File: src/rtl/axi_stream_rr_arbiter.sv
// axi_stream_rr_arbiter
//   Packet-level round-robin arbiter: N AXI-Stream requesters share one sink.
//   An owner keeps the datapath until its tlast beat is accepted. One IDLE
//   cycle separates packets while the next owner is chosen.
//   Optional macro ARB_PKT_CNT_EN adds pkt_cnt, one 16-bit packet counter
//   per requester.

`ifdef ARB_PKT_CNT_EN
// Per-requester packet counter. It wraps naturally at 16'hFFFF.
module arb_pkt_cnt (
  input  logic        clk,
  input  logic        rst_n,
  input  logic        inc,
  output logic [15:0] cnt
);
  // Count accepted tlast beats.
  always_ff @(posedge clk or negedge rst_n) begin
    if (!rst_n)   cnt <= '0;
    else if (inc) cnt <= cnt + 16'd1;
  end
endmodule
`endif

module axi_stream_rr_arbiter #(
  parameter int DW = 8,
  parameter int N  = 4,
  parameter int IW = $clog2(N)
) (
  input  logic            clk,
  input  logic            rst_n,
  input  logic [N*DW-1:0] s_tdata,
  input  logic [N-1:0]    s_tvalid,
  input  logic [N-1:0]    s_tlast,
  output logic [N-1:0]    s_tready,
  output logic [DW-1:0]   m_tdata,
  output logic            m_tvalid,
  output logic            m_tlast,
  input  logic            m_tready,
  output logic [N-1:0]    grant,
`ifdef ARB_PKT_CNT_EN
  output logic [16*N-1:0] pkt_cnt,
`endif
  output logic            busy
);

  typedef enum logic {IDLE, LOCK} state_t;

  state_t              state_q, state_d;
  logic [N-1:0]        grant_d;
  logic [IW-1:0]       owner_q, owner_d;
  logic [IW-1:0]       last_q, last_d;
  logic [IW-1:0]       pick_idx;
  logic                pick_vld;
  logic                xfer;
  logic [N-1:0][DW-1:0] s_data_a;

  assign s_data_a = s_tdata;
  assign busy     = (state_q == LOCK);
  assign xfer     = m_tvalid && m_tready;

  // Pick the first valid requester searching cyclically from last_q+1.
  // Scanning from farthest to nearest lets the nearest candidate win.
  always_comb begin
    int t;
    t        = 0;
    pick_vld = 1'b0;
    pick_idx = '0;
    for (int k = N; k >= 1; k--) begin
      t = int'(last_q) + k;
      if (t >= N) t = t - N;
      if (s_tvalid[t]) begin
        pick_vld = 1'b1;
        pick_idx = IW'(t);
      end
    end
  end

  // Owner mux. Outputs stay quiet in IDLE, and non-owners never reach the sink.
  always_comb begin
    m_tdata  = '0;
    m_tvalid = 1'b0;
    m_tlast  = 1'b0;
    s_tready = '0;
    if (state_q == LOCK) begin
      m_tdata            = s_data_a[owner_q];
      m_tvalid           = s_tvalid[owner_q];
      m_tlast            = s_tlast[owner_q];
      s_tready[owner_q]  = m_tready;
    end
  end

  // Next-state logic. The lock is released only by an accepted tlast beat.
  always_comb begin
    state_d = state_q;
    grant_d = grant;
    owner_d = owner_q;
    last_d  = last_q;
    case (state_q)
      IDLE: begin
        if (pick_vld) begin
          state_d           = LOCK;
          owner_d           = pick_idx;
          grant_d           = '0;
          grant_d[pick_idx] = 1'b1;
        end
      end
      LOCK: begin
        if (xfer && m_tlast) begin
          state_d = IDLE;
          grant_d = '0;
          last_d  = owner_q;
        end
      end
      default: state_d = IDLE;
    endcase
  end

  // State registers. last_q resets to N-1 so port 0 wins first.
  always_ff @(posedge clk or negedge rst_n) begin
    if (!rst_n) begin
      state_q <= IDLE;
      grant   <= '0;
      owner_q <= '0;
      last_q  <= IW'(N - 1);
    end else begin
      state_q <= state_d;
      grant   <= grant_d;
      owner_q <= owner_d;
      last_q  <= last_d;
    end
  end

`ifdef ARB_PKT_CNT_EN
  logic [N-1:0] cnt_inc;
  assign cnt_inc = (xfer && m_tlast) ? grant : '0;

  arb_pkt_cnt u_cnt [N-1:0] (
    .clk   (clk),
    .rst_n (rst_n),
    .inc   (cnt_inc),
    .cnt   (pkt_cnt)
  );
`endif

endmodule

File: config.mk
export PLATFORM = sky130hd
export DESIGN_NAME = axi_stream_rr_arbiter
export DESIGN_NICKNAME = d
export VERILOG_FILES = /design/src/rtl/axi_stream_rr_arbiter.sv
export SDC_FILE = /design/constraint.sdc
export NUM_CORES = 1
export LEC_CHECK = 0
export BUFFER_PORTS_ARGS = -buffer_cell sky130_fd_sc_hd__buf_2
export CAP_MARGIN = 20
export CORE_MARGIN = 2
export CORE_UTILIZATION = 39
export DETAILED_ROUTE_END_ITERATION = 10
export PLACE_DENSITY = 0.91
export SETUP_SLACK_MARGIN = 0.3
export SLEW_MARGIN = 40
export SYNTH_ARGS = -nofsm -noshare
export SYNTH_HDL_FRONTEND = slang
export SYNTH_SLANG_ARGS = --single-unit
File: constraint.sdc
create_clock -name clk -period 1.9 [get_ports clk]
set_clock_uncertainty 0.15 [all_clocks]
set_input_delay 0 -clock clk [delete_from_list [all_inputs] [get_ports clk]]
set_output_delay 0 -clock clk [all_outputs]
set_load 0.01 [all_outputs]
==> impl_metrics.tcl <==
set metrics [dict create \
    grt_pass1_wl_um 3970 \
    rsz0062_at_grt "true" \
    nets 190 \
    wl_um 2770 \
    drt-initial-drc-count 25 \
    final_cell_area_mm2 0.00128 \
    diodes 0 \
    vdd_ir_drop_max_mv 0.753 \
    placed_cell_area_mm2 0.00114 \
    fmax_mhz 554 \
    finalPower_mw 1.79 \
    io_pins 62 \
    power.leakage_nw 0.635 \
    area_growth_pct 57.9 \
    cts_root_buffer "clkbuf_4" \
    cp_max_fo 4 \
    tightestPinTransition_ns 0.394 \
    finalWeightedCongestion 0.849 \
    core_area_mm2 0.00196 \
    yosys.area.top_type "dfrtp_1" \
    slew_viol_final 0 \
    cts_tree "built" \
    grt_usage 0.211 \
    multi_input_area_um2 549 \
    grt_max_degree 17 \
    regArea_um2 229 \
    grt_pass1_vias 919 \
    min_path_cells 3 \
    finalHoldViolCount 0 \
    die-area_mm2 0.00246 \
    synth-edff-count 0 \
    finalCriticalPeriod_ns 1.80 \
    start_kind "flip-flop" \
    synth_top_cell_area_share 0.216 \
    clock_latency_ns 0.27 \
    criticalPathCategory "flip-flop to output port" \
    p_per_area_mw_per_mm2 1390 \
    netlist_area_um2 812 \
    period_share 0.949 \
    relSlewSlack 0.735 \
    cts_htree_levels 1 \
    hold_path_class "primary input to flip-flop" \
    drive_gt1_frac 0.644 \
    route.detailed.drc 0 \
    clkSinkCount 9 \
    vias 936 \
    netlist_instances 77 \
    drv_cap 0 \
    start_util 0.414 \
    fill_cells 166 \
    yosysWarnings 0 \
    cts_buffer_depth 2 \
    synth-seq-cells 9 \
    status "finished clean" \
    avgRoutedWirePerCell_um 16.0 \
    crit_arrival_ns 1.65 \
    grt-ovfl-total 0 \
    antenna_found_initial 0 \
    die_h_um 49.6 \
    synthArstFlopShare 1.00 \
    dp_hpwl_um 1920 \
    avgSynthCellArea_um2 10.5 \
    die_x_um 49.6 \
    synthTopCellsByArea "dfrtp_1 (22%), mux4_2 (19%), mux4_1 (9.7%), and2_1 (7.7%), dfstp_2 (6.5%)" \
    seq_area_frac_synth 0.280 \
    ant_nets 0 \
    drtPass1Iterations 4 \
    synthTopCellsByCount "and2_1 (10), dfrtp_1 (7), mux4_2 (7), o21ai_0 (7), nor2_1 (6)" \
    utilization 0.654 \
    cts_buffers 3 \
    viasPerCell 5.41 \
    end_kind "output port" \
    rr_worst_depth 4 \
    syn_nets 120 \
    ys.flop_type "dfrtp_1" \
    synth.most_common_cell "and2_1" \
    rows 16 \
    io_buffers 61 \
    setup_viol 0 \
    clk_pin_slew_ns 0.06 \
    synth_cell_types 26 \
    cp_data_required_time_ns 1.75 \
    tns_ns 0 \
]
==> final cells by class <==
| cell class | count | area share |
|---|---|---|
| multi-input combinational | 59 | 0.428 |
| timing repair buffer | 71 | 0.338 |
| sequential | 9 | 0.179 |
| tap | 27 | 0.0263 |
| clock buffer | 4 | 0.0205 |
| inverter | 3 | 0.00878 |
==> power breakdown <==
group	internal (mW)	leakage, nW	total, mW	switching, mW
Clock	0.0815	0.0150	0.158	0.0762
Sequential	0.289	0.107	0.373	0.0843
Combinational	0.705	0.513	1.26	0.552
==> sequential cells by signal, summed over array words and instances, names as in the netlist <==
| register | cells |
|---|---|
| busy | 1 |
| grant | 4 |
| last_q | 2 |
| owner_q | 2 |
==> path summary, 6_finish.rpt <==
kind,to,startpoint,slack (ns)
setup / recovery,m_tvalid,owner_q[0],0.1
hold / removal,last_q[0],m_tready,0.04
setup reg to reg,last_q[0],owner_q[0],0.1
hold reg to reg,grant[1],grant[1],0.36
max in group asynchronous,owner_q[0],rst_n,0.77
min in group asynchronous,last_q[0],rst_n,0.08
==> metal layers <==
metal | routed length [um] | track usage | up-vias
li1 | - | - | 426
met1 | 998 | 0.229 | 451
met4 | 48 | 0.0741 | 0
met2 | 1450 | 0.391 | 54
met3 | 271 | 0.0545 | 5
met5 | 0 | 0 | -
==> placed cells by master, fill, tap and decap left out, types with 2 or more instances in the layout <==
| cell | count |
|---|---|
| clkbuf_4 | 3 |
| inv_1 | 3 |
| mux4_2 | 10 |
| dfrtp_1 | 6 |
| buf_4 | 5 |
| buf_6 | 4 |
| o21ai_0 | 5 |
| a32o_1 | 2 |
| nor3_1 | 2 |
| and2_4 | 3 |
| buf_2 | 58 |
| nand3_1 | 2 |
| dfstp_2 | 2 |
| nand2b_1 | 2 |
| and2_1 | 7 |
| dlygate4sd3_1 | 2 |
| nand2_1 | 5 |
| a21oi_1 | 2 |
| nor2_1 | 6 |
==> worst max-delay path: stages (launching register included) <==
cell	delay [ns]
dfrtp_2	0.42
buf_6	0.14
mux4_2	0.54
and2_4	0.17
buf_6	0.11
==> metrics by stage <==
| stage | worst slack [ns] | instances | hold slack (ns) |
|---|---|---|---|
| global placement | 0.218 | 162 | -0.296 |
| CTS | 0.106 | 171 | 0.0382 |
| floorplan | 0.257 | 77 | -0.446 |
| finish | 0.0961 | 173 | 0.0439 |
| global route | 0.0633 | 173 | 0.0518 |
| detailed placement | 0.183 | 162 | -0.294 |
==> logic make-up (layout without fill, tap and decap cells) <==
group	after synthesis	after routing	synth area share
and+or+nand+nor	32	32	0.222
muxes	12	12	0.322
buffers and inverters	9	78	0.0555
DFF	9	9	0.280
AOI/OAI and AO/OA	15	15	0.120
==> what timing repair did <==
| action | CTS | global route |
|---|---|---|
| buffers inserted | 3 | 1 |
| pin swaps | 1 | 9 |
| resized for setup | 3 | 15 |
| gates cloned | 0 | 1 |
| endpoints found under the hold margin | 9 | 0 |
| endpoints found under the setup margin | 13 | 18 |
| hold buffers | 2 | 0 |
No activity file was read; power rests on OpenSTA's default activity.
